<file path="config.mk">
export PLATFORM = sky130hd
export DESIGN_NAME = ring_frame_assembler
export DESIGN_NICKNAME = d
export VERILOG_FILES = /design/src/rtl/ring_pkg.sv /design/src/rtl/onehot4_check.sv /design/src/rtl/ring_frame_assembler.sv
export SDC_FILE = /design/constraint.sdc
export NUM_CORES = 1
export LEC_CHECK = 0
export CORE_ASPECT_RATIO = 1.25
export CORE_MARGIN = 2
export CORE_UTILIZATION = 40
export DETAILED_ROUTE_END_ITERATION = 10
export PLACE_DENSITY = 0.69
export SYNTH_ARGS = -nofsm -noshare
export SYNTH_HDL_FRONTEND = slang
export SYNTH_SLANG_ARGS = --single-unit
</file>
<file path="constraint.sdc">
create_clock -name clk -period 4 [get_ports clk]
set_clock_uncertainty 0.1 [all_clocks]
set_input_delay 1 -clock clk [delete_from_list [all_inputs] [get_ports clk]]
set_output_delay 1 -clock clk [all_outputs]
set_load 0.02 [all_outputs]
</file>
<file path="src/rtl/ring_pkg.sv">
// Shared types and phase encodings for consumers of the 4-phase one-hot ring counter.
`timescale 1ns/1ps
package ring_pkg;

    typedef enum logic [0:0] {
        SEEK     = 1'b0,
        ASSEMBLE = 1'b1
    } state_e;

    localparam logic [3:0] PH0 = 4'b1000;
    localparam logic [3:0] PH1 = 4'b0100;
    localparam logic [3:0] PH2 = 4'b0010;
    localparam logic [3:0] PH3 = 4'b0001;

endpackage

</file>
<file path="src/rtl/onehot4_check.sv">
// Combinational one-hot validator: legal flag plus binary phase index (1000 -> 0 ... 0001 -> 3).
`timescale 1ns/1ps
module onehot4_check
    import ring_pkg::*;
(
    input  logic [3:0] vec,
    output logic       legal,
    output logic [1:0] idx
);

    // Decode the vector; anything that is not exactly one-hot is illegal
    always_comb begin
        legal = 1'b0;
        idx   = 2'd0;
        case (vec)
            PH0: begin legal = 1'b1; idx = 2'd0; end
            PH1: begin legal = 1'b1; idx = 2'd1; end
            PH2: begin legal = 1'b1; idx = 2'd2; end
            PH3: begin legal = 1'b1; idx = 2'd3; end
            default: begin legal = 1'b0; idx = 2'd0; end
        endcase
    end

endmodule

</file>
<file path="src/rtl/ring_frame_assembler.sv">
// Turns the ring counter's phase rotation plus a serial bit per phase into 4-bit frames,
// with sequence-error, lock and frame-count reporting.
`timescale 1ns/1ps
module ring_frame_assembler
    import ring_pkg::*;
#(
    parameter int CNT_W = 8
) (
    input  logic             clk,
    input  logic             rst_n,
    input  logic [3:0]       phase,
    input  logic             din,
    input  logic             err_clr,
    output logic [3:0]       frame,
    output logic             frame_valid,
    output logic [1:0]       phase_idx,
    output logic             locked,
    output logic             phase_err,
    output logic [CNT_W-1:0] frame_cnt
);

    logic             ph_legal_s;
    logic [1:0]       ph_idx_s;
    logic             err_s;

    state_e           state_q, state_d;
    logic [1:0]       exp_q, exp_d;
    logic [3:0]       shift_q, shift_d;
    logic [3:0]       frame_q, frame_d;
    logic             frame_valid_q, frame_valid_d;
    logic [1:0]       phase_idx_q, phase_idx_d;
    logic             locked_q, locked_d;
    logic             phase_err_q, phase_err_d;
    logic [CNT_W-1:0] frame_cnt_q, frame_cnt_d;

    onehot4_check u_check (
        .vec   (phase),
        .legal (ph_legal_s),
        .idx   (ph_idx_s)
    );

    // Next-state: resync on 1000, advance on the expected phase, flag anything else
    always_comb begin
        state_d       = state_q;
        exp_d         = exp_q;
        shift_d       = shift_q;
        frame_d       = frame_q;
        frame_valid_d = 1'b0;
        phase_idx_d   = phase_idx_q;
        locked_d      = locked_q;
        frame_cnt_d   = frame_cnt_q;
        err_s         = 1'b0;
        if (err_clr) begin
            phase_err_d = 1'b0;
        end else begin
            phase_err_d = phase_err_q;
        end

        if (!ph_legal_s) begin
            err_s = 1'b1;
        end else begin
            phase_idx_d = ph_idx_s;
            if (ph_idx_s == 2'd0) begin
                shift_d = {din, 3'b000};
                exp_d   = 2'd1;
                state_d = ASSEMBLE;
            end else if (state_q == ASSEMBLE) begin
                if (ph_idx_s == exp_q) begin
                    if (ph_idx_s == 2'd3) begin
                        frame_d       = {shift_q[3:1], din};
                        frame_valid_d = 1'b1;
                        frame_cnt_d   = frame_cnt_q + {{(CNT_W-1){1'b0}}, 1'b1};
                        locked_d      = 1'b1;
                        shift_d       = 4'b0000;
                        exp_d         = 2'd0;
                        state_d       = SEEK;
                    end else begin
                        shift_d[2'd3 - ph_idx_s] = din;
                        exp_d = exp_q + 2'd1;
                    end
                end else begin
                    err_s = 1'b1;
                end
            end else begin
                // Legal non-1000 phase while seeking: counter has not come round yet
                state_d = SEEK;
            end
        end

        // An error outranks err_clr and drops the partial frame
        if (err_s) begin
            phase_err_d = 1'b1;
            locked_d    = 1'b0;
            shift_d     = 4'b0000;
            exp_d       = 2'd0;
            state_d     = SEEK;
        end else begin
            locked_d    = locked_d;
        end
    end

    // State and output registers
    always_ff @(posedge clk or negedge rst_n) begin
        if (!rst_n) begin
            state_q       <= SEEK;
            exp_q         <= 2'd0;
            shift_q       <= 4'b0000;
            frame_q       <= 4'b0000;
            frame_valid_q <= 1'b0;
            phase_idx_q   <= 2'd0;
            locked_q      <= 1'b0;
            phase_err_q   <= 1'b0;
            frame_cnt_q   <= {CNT_W{1'b0}};
        end else begin
            state_q       <= state_d;
            exp_q         <= exp_d;
            shift_q       <= shift_d;
            frame_q       <= frame_d;
            frame_valid_q <= frame_valid_d;
            phase_idx_q   <= phase_idx_d;
            locked_q      <= locked_d;
            phase_err_q   <= phase_err_d;
            frame_cnt_q   <= frame_cnt_d;
        end
    end

    assign frame       = frame_q;
    assign frame_valid = frame_valid_q;
    assign phase_idx   = phase_idx_q;
    assign locked      = locked_q;
    assign phase_err   = phase_err_q;
    assign frame_cnt   = frame_cnt_q;

endmodule

</file>
After elaboration in Yosys (flattened, before gate mapping). Cells that the tools add are included.

Bits in registers: 24. Input bits: 8. Output and inout bits: 17.

Add/subtract/negate cells: 3. Magnitude comparators: 2. Equality and inequality tests: 7. Multiplexer cells: 40. Bitwise operators: 1. Reductions and logical operators: 13.

Operator list (count): two-way mux 1 bit (25); two-way mux 4 bit (6); two-way mux 2 bit (6); AND reduction 5 bit (2); nonzero test 2 bit (5); adder 8 x 1 -> 8 bit (second input constant) (1); case mux 2 bit (3 select lines) (1); nonzero test 3 bit (2); bitwise mux 4 bit (1); == test 4 x 1 -> 1 bit (second input constant) (1); == test 4 x 2 -> 1 bit (second input constant) (1); == test 4 x 3 -> 1 bit (second input constant) (1); == test 4 bit (second input constant) (1); OR reduction 4 bit (1); < comparator 2 x 3 -> 1 bit (second input constant) (1); AND reduction 3 bit (1); adder 2 x 1 -> 2 bit (second input constant) (1); demux 1 bit (select 2 bit) (1); == test 2 bit (1); == test 2 bit (second input constant) (1); >= comparator 2 x 1 -> 1 bit (second input constant) (1); zero test 2 bit (1); != test 2 bit (second input constant) (1); subtractor 2 bit (first input constant) (1); 2 further kinds (2).

Longest topological paths before layout. Gate-level depths: netlist of the first run.

Depth after elaboration: 14. Depth in mapped cells: 11. Mapped depth without buffers: 8.

By module. A second synthesis of the first run with hierarchy kept.

Cell total of the unflattened synthesis: 99. Area total of the unflattened synthesis: 1154.9 um2.

By module, submodules not included: ring_frame_assembler (instances 1, cells an instance 91, area each 1101.1 um2, sequential area each 575.6 um2); onehot4_check (instances 1, cells an instance 8, area each 53.8 um2, sequential area each 0.0 um2).

Least setup slack after synthesis of the first run. OpenSTA, ideal clock, no wires.

Path kind: input to register. Start: in phase[0]. End: reg frame_q[0], in the netlist frame[0]. Setup time: 0.125 ns. Arrival: 2.914 ns. Required time: 3.775 ns. Setup slack: 0.861 ns. Stages: 10. Path buffers: 3. Cell sequence: buf_2 -> xnor2_1 -> nor3_1 -> inv_1 -> ha_1 -> nor2_1 -> and3_1 -> buf_6 -> buf_12 -> mux2_2.

Cells in the longest elaborated chain, start to end: 5.

Ends and longest elaborated chain: from (decl) (RTL line ring_frame_assembler.sv:11) `input logic [3:0] phase,`; == test 4 x 1 -> 1 bit, or another cell as far along (RTL line onehot4_check.sv:15) `case (vec)`; case mux 2 bit (3 select lines) * (RTL line onehot4_check.sv:15); via ph_idx_s[0] (RTL line ring_frame_assembler.sv:23) `logic [1:0] ph_idx_s;`; zero test 2 bit (RTL line ring_frame_assembler.sv:63) `if (ph_idx_s == 2'd0) begin`; inverter 1 bit (no line); AND reduction 5 bit (no line) *; to (signal assigned) (RTL line ring_frame_assembler.sv:118) `frame_q <= frame_d;`; to (decl) (RTL line ring_frame_assembler.sv:29) `logic [3:0] frame_q, frame_d;`.

Mark *: on every way through the listed nets, which the timed path passes. The rest lies on a longest branch. A chain may end at the register's enable or synchronous reset.

Worst setup path in the final report of the first run.
Start: in phase[0]. End: reg frame_q[1], in the netlist frame[1].

Same word-level chain as after synthesis.

==> flow_summary_export.csv, run 1 <==
group,metric,value,unit
synthesis,synth.cell_area,0.001261,mm^2
sta,timing.fmax,291.6,MHz
clock_network,cts_tree,"done",
cells_and_area,areaGrowthSynthToFinish,20.83,%
synthesis,synth_cell_types,34,
die,pin_count,25,
grt,grt_max_degree,24,
setup_path,cp_slowest_cell,"clkdlybuf4s50_1",
synthesis,synth.yosys.seq_area_share,45.63,%
cells_and_area,antennaDiodeCount,0,
setup_path,path_cells,"clkdlybuf4s50_1, xnor2_1, nor3_1, inv_1, ha_1, nor2_1, and3_1, mux2_2",
clock_network,clockBufferDepth,2,
placement,preCtsSetupSlack,0.2288,ns
route,drc_errors,0,
setup_path,crit_path_max_incr_delay,0.70,ns
die,rows,22,
route,first_pass_iters,4,
setup_path,critPathTopFamily,"simple AND/OR/NAND/NOR gates",
sta,drv_slew,0,
setup_path,start_kind,"primary input",
clock_network,cts_sinks,23,
clock_network,cts_made_buffers,3,
setup_path,reg2reg_to,"frame[1]$_DFFE_PN0P_",
synthesis,ys_warn_count,0,
synthesis,avgSynthCellArea,10.42,um^2
sta,fin_tns_setup,0,ns
setup_path,cp-startpoint,"phase[0]",
sta,worst_pin_slew,1.021,ns
pwr,power_density,275.6,mW/mm^2
die,dieHeight,66.78,um
placement,placed_area,0.001496,mm^2
min_path,min_from,"phase_err$_DFFE_PN0P_",
grt,antenna_found_initial,0,
setup_path,reg2regPathDepth,5,
clock_network,cts_setup_buffers,0,
synthesis,ys.flop_type,"dfrtp_1",
route,vias,968,
clock_network,ctsHtreeMaxLevel,1,
clock_network,hold_buffers,0,
sta,finalCritPeriodShare,85.73,%
grt,grt_overflow_total,0,
cells_and_area,nNetsFinal,158,
synthesis,async_reset_ff_share,100.0,%
placement,finalWeightedCongestion,0.7680,
synthesis,yosysMostFrequentCell,"dfrtp_1",
synthesis,synth_top_cell_by_area,"dfrtp_1",
min_path,min_path_type,"reg -> reg",
synthesis,synth_common_cells,"dfrtp_1, nand2_1, xnor2_1",
route,drtIter0Drc,17,
synthesis,ys_seq_elements,23,
sta,holdWs,0.3925,ns
placement,hpwlAfterDp,1848,um
sta,hold_viol_final,0,
min_path,hold_path_end,"phase_err$_DFFE_PN0P_",
clock_network,cts_resized,0,
placement,portBuffers,24,
setup_path,end_kind,"flip-flop",
synthesis,synth_edf_count,0,
sta,min_period,3.429,ns
setup_path,reg2reg_from,"exp_q[1]$_DFFE_PN0P_",
min_path,holdPathStages,1,
setup_path,crit_required,4.11,ns
setup_path,critPathMaxFanout,13,
setup_path,crit_buf_inv,2,
clock_network,cts_root_buf,"clkbuf_4",
clock_network,clk-insertion-delay-late,0.31,ns
setup_path,reg2reg_slack,1.65,ns
grt,grt_pass1_vias,949,
sta,final-setup-viol-count,0,
die,die_w,54.23,um
setup_path,path_class,"in -> reg",
synthesis,synth.top_cell.area_share,45.63,%
status,outcome,"completed",
die,core_area,0.002973,mm^2
sta,worst_slack,0.5706,ns
clock_network,clk_pin_slew,0.12,ns
cells_and_area,drive_gt1_share,9.722,%
pwr,irDropWorstVdd,0.1874,mV
synthesis,synth_cells,121,
grt,grtUsageTotal,16.02,%
route,wirelength,2366,um
pwr,power,420.1,uW
synthesis,synth_area_leaders,"dfrtp_1, xnor2_1, ha_1",
sta,rsz0062_at_grt,"no",
route,antenna_left,0,
route,post_drt_wl_per_cell,13.14,um
route,routed_via_density,5.378,
die,start_util,42.42,%
cells_and_area,final_cell_area,0.001524,mm^2
run,drv_cap,0,
grt,grt_pass1_wl,4326,um
pwr,p_leak,0.6841,nW
setup_path,cp.arrival,3.54,ns
sta,timing.slew.headroom,31.72,%
die,design.die.area,0.003621,mm^2
synthesis,synth_nets,134,
state kept, by name (all words and copies together) (netlist names):
signal       flops
state_q          1
frame_valid      1
exp_q            2
frame_cnt        8
shift_q          3
locked           1
frame            4
phase_idx        2
phase_err        1
layer usage:
layer | global-route usage, % | wire (um) | vias to the layer above
met4 | 4.688 | 21 | 0
met1 | 19.97 | 987 | 465
met3 | 2.691 | 94 | 2
met2 | 27.56 | 1263 | 25
li1 | - | - | 476
met5 | 0 | 0 | -
power by group:
group	switching [mW]	internal [mW]	total (mW)
registers	0.00767	0.239	0.247
logic	0.0393	0.0309	0.0702
clock network	0.0659	0.0374	0.103
placed cells by master, fill, tap and decap left out:
master,n
nor2_1,7
a22oi_1,1
clkinv_2,1
dfrtp_1,23
xor2_1,1
xnor2_1,9
o21a_1,1
o31a_1,1
a211o_1,1
and3_1,4
nor4_1,2
and2_1,2
a21o_1,3
a22o_1,1
inv_1,5
nand2_1,9
a211oi_1,1
or3b_4,1
mux2_2,5
nor2b_1,1
nand4_1,4
or4_1,1
nor3_1,8
nand3_1,1
clkdlybuf4s50_1,24
a32o_1,2
a21oi_1,6
buf_4,2
or3_1,1
ha_1,5
o21ai_0,6
clkbuf_4,3
nor4b_4,1
and2_4,1
per-stage QoR:
stage          instances  util, %
6_report             180    51.26
5_1_grt              180    51.26
4_1_cts              180    51.26
3_5_place_dp         176    50.34
3_3_place_gp         176    50.34
2_1_floorplan        121        -
layout make-up:
class | count | area (um^2)
Fill cell | 291 | 1449
Multi-Input combinational cell | 86 | 601.8
Sequential cell | 23 | 575.6
Timing Repair Buffer | 26 | 255.2
Tap cell | 36 | 45.04
Clock buffer | 3 | 22.52
Inverter | 5 | 18.77
Clock inverter | 1 | 5.005
worst max-delay path by stage:
stage                               end  slack (ns)  cells after the start
5_1_grt        frame_cnt[7]$_DFFE_PN0P_        0.31                      9
2_1_floorplan      frame[0]$_DFFE_PN0P_        0.86                     10
4_1_cts            frame[1]$_DFFE_PN0P_        0.58                      8
3_5_place_dp       frame[1]$_DFFE_PN0P_        0.23                      8
3_3_place_gp       frame[2]$_DFFE_PN0P_        0.36                      8
6_report           frame[1]$_DFFE_PN0P_        0.57                      8
kinds of logic (layout without fill, tap and decap cells):
kind of cell             count (synthesis)  count (layout)  synth area share, %
flip-flops                              23              23                45.63
AND/OR/NAND/NOR                         43              43                19.34
adder cells (fa/ha/maj)                  5               5                4.960
AO/OA/AOI/OAI                           23              23                12.01
buffers and inverters                   12              35                6.647
multiplexers                             5               5                4.464
XOR/XNOR                                10              10                6.945
worst reg2reg max path: stages, from the launching register on:
cell,delay [ns]
dfrtp_1,0.45
or3b_4,0.43
nor3_1,0.24
a211o_1,0.18
and3_1,0.47
mux2_2,0.39
Power figures use the tool's default switching activity.
==> inputs of run 2 (changes only) <==
MAX_ROUTING_LAYER = met4   (was not set)
==> run 2 against run 1 <==
Flip-flop and latch count is the same; worst hold slack is essentially flat; final area stayed put; critical path type unchanged; critical endpoint unchanged.
==> flow_summary_export.csv, run 2 (synthesis gave the netlist of run 1 again) <==
group,metric,value,unit
status,outcome,"completed",
placement,finalWeightedCongestion,0.7783,
cells_and_area,nNetsFinal,158,
setup_path,critPathTopFamily,"simple AND/OR/NAND/NOR gates",
cells_and_area,areaGrowthSynthToFinish,20.83,%
setup_path,end_kind,"flip-flop",
sta,final-setup-viol-count,0,
cells_and_area,fill_cells,291,
sta,worst_pin_slew,0.9895,ns
clock_network,cts_setup_buffers,0,
placement,placed_cells,176,
grt,grtUsageTotal,16.42,%
route,vias,976,
pwr,power,419.6,uW
min_path,min_path_type,"reg -> reg",
clock_network,clk-insertion-delay-late,0.31,ns
setup_path,start_kind,"primary input",
clock_network,cts_tree,"done",
clock_network,clk_pin_slew,0.12,ns
setup_path,reg2reg_slack,1.65,ns
setup_path,path_cells,"clkdlybuf4s50_1, xnor2_1, nor3_1, inv_1, ha_1, nor2_1, and3_1, mux2_2",
pwr,power_density,275.4,mW/mm^2
die,start_util,42.42,%
die,dieHeight,66.78,um
placement,hpwlAfterDp,1848,um
route,drtIter0Drc,17,
cells_and_area,layout_commonest_cell,"clkdlybuf4s50_1",
sta,timing.slew.headroom,33.83,%
sta,finalCritPeriodShare,85.75,%
die,rows,22,
cells_and_area,largest_reg_flops,8,
route,routed_via_density,5.422,
clock_network,cts_root_buf,"clkbuf_4",
clock_network,cts_made_buffers,3,
sta,drv_slew,0,
setup_path,crit_path_max_incr_delay,0.70,ns
setup_path,cp.arrival,3.54,ns
cells_and_area,fin_cells,180,
route,drc_errors,0,
die,die_w,54.23,um
cells_and_area,layout_common_cells,"clkdlybuf4s50_1, dfrtp_1, xnor2_1, nand2_1, nor3_1",
die,pin_count,25,
clock_network,cts_resized,0,
sta,min_period,3.430,ns
placement,portBuffers,24,
sta,hold_viol_final,0,
grt,grt_max_degree,24,
sta,rsz0062_at_grt,"no",
cells_and_area,drive_gt1_share,9.722,%
route,antenna_left,0,
clock_network,cts_sinks,23,
setup_path,crit_buf_inv,2,
grt,antenna_found_initial,0,
route,first_pass_iters,4,
setup_path,path_class,"in -> reg",
sta,fin_tns_setup,0,ns
setup_path,critPathMaxFanout,13,
route,post_drt_wl_per_cell,13.05,um
run,drv_cap,0,
sta,timing.fmax,291.6,MHz
grt,grt_overflow_total,0,
clock_network,clockBufferDepth,2,
route,wirelength,2349,um
clock_network,ctsHtreeMaxLevel,1,
setup_path,cp_slowest_cell,"clkdlybuf4s50_1",
grt,grt_pass1_wl,4326,um
pwr,irDropWorstVdd,0.1872,mV
clock_network,hold_buffers,0,
setup_path,crit_required,4.11,ns
grt,grt_pass1_vias,950,
die,core_area,0.002973,mm^2
die,design.die.area,0.003621,mm^2
cells_and_area,antennaDiodeCount,0,
pwr,p_leak,0.6841,nW
## run 2: area by class of cell
cell class | count | area, um^2 | area share, %
flip-flops and latches | 23 | 575.6 | 37.77
well taps | 36 | 45.04 | 2.956
clock inverters | 1 | 5.005 | 0.3284
multi-input cells | 86 | 601.8 | 39.49
inverters | 5 | 18.77 | 1.232
repair buffers | 26 | 255.2 | 16.75
clock buffers | 3 | 22.52 | 1.478
## run 2: per-layer routing
layer / wire length (um) / global-route usage, % / part of all wire, %
met2: 1258 / 27.56 / 54
met5: 0 / - / 0
met4: 21 / 4.688 / 0.89
met3: 102 / 2.691 / 4.3
met1: 967 / 19.97 / 41
## run 2: metrics by stage
| stage | area [um^2] | utilization (%) | hold slack (ns) | setup WS, ns |
|---|---|---|---|---|
| 6_report | 1524 | 51.26 | 0.3925 | 0.5702 |
| 2_1_floorplan | 1261 | - | 0.3704 | 0.8614 |
| 3_3_place_gp | 1496 | 50.34 | 0.3656 | 0.3600 |
| 4_1_cts | 1524 | 51.26 | 0.4013 | 0.5819 |
| 5_1_grt | 1524 | 51.26 | 0.4329 | 0.3134 |
| 3_5_place_dp | 1496 | 50.34 | 0.3730 | 0.2288 |
## run 2: power breakdown
part           internal (mW)  switching, mW  total [mW]
Sequential             0.239        0.00762       0.247
Combinational         0.0309         0.0391      0.0700
Clock                 0.0373         0.0658       0.103
## run 2: path summary, 6_finish.rpt
path                                  startpoint                       end  depth (start not counted)
hold / removal             phase_err$_DFFE_PN0P_     phase_err$_DFFE_PN0P_                          1
setup reg to reg            exp_q[1]$_DFFE_PN0P_      frame[1]$_DFFE_PN0P_                          5
hold reg to reg            phase_err$_DFFE_PN0P_     phase_err$_DFFE_PN0P_                          1
min in group asynchronous                  rst_n  frame_cnt[0]$_DFFE_PN0P_                          1
max in group asynchronous                  rst_n      exp_q[1]$_DFFE_PN0P_                          1
setup / recovery                        phase[0]      frame[1]$_DFFE_PN0P_                          8
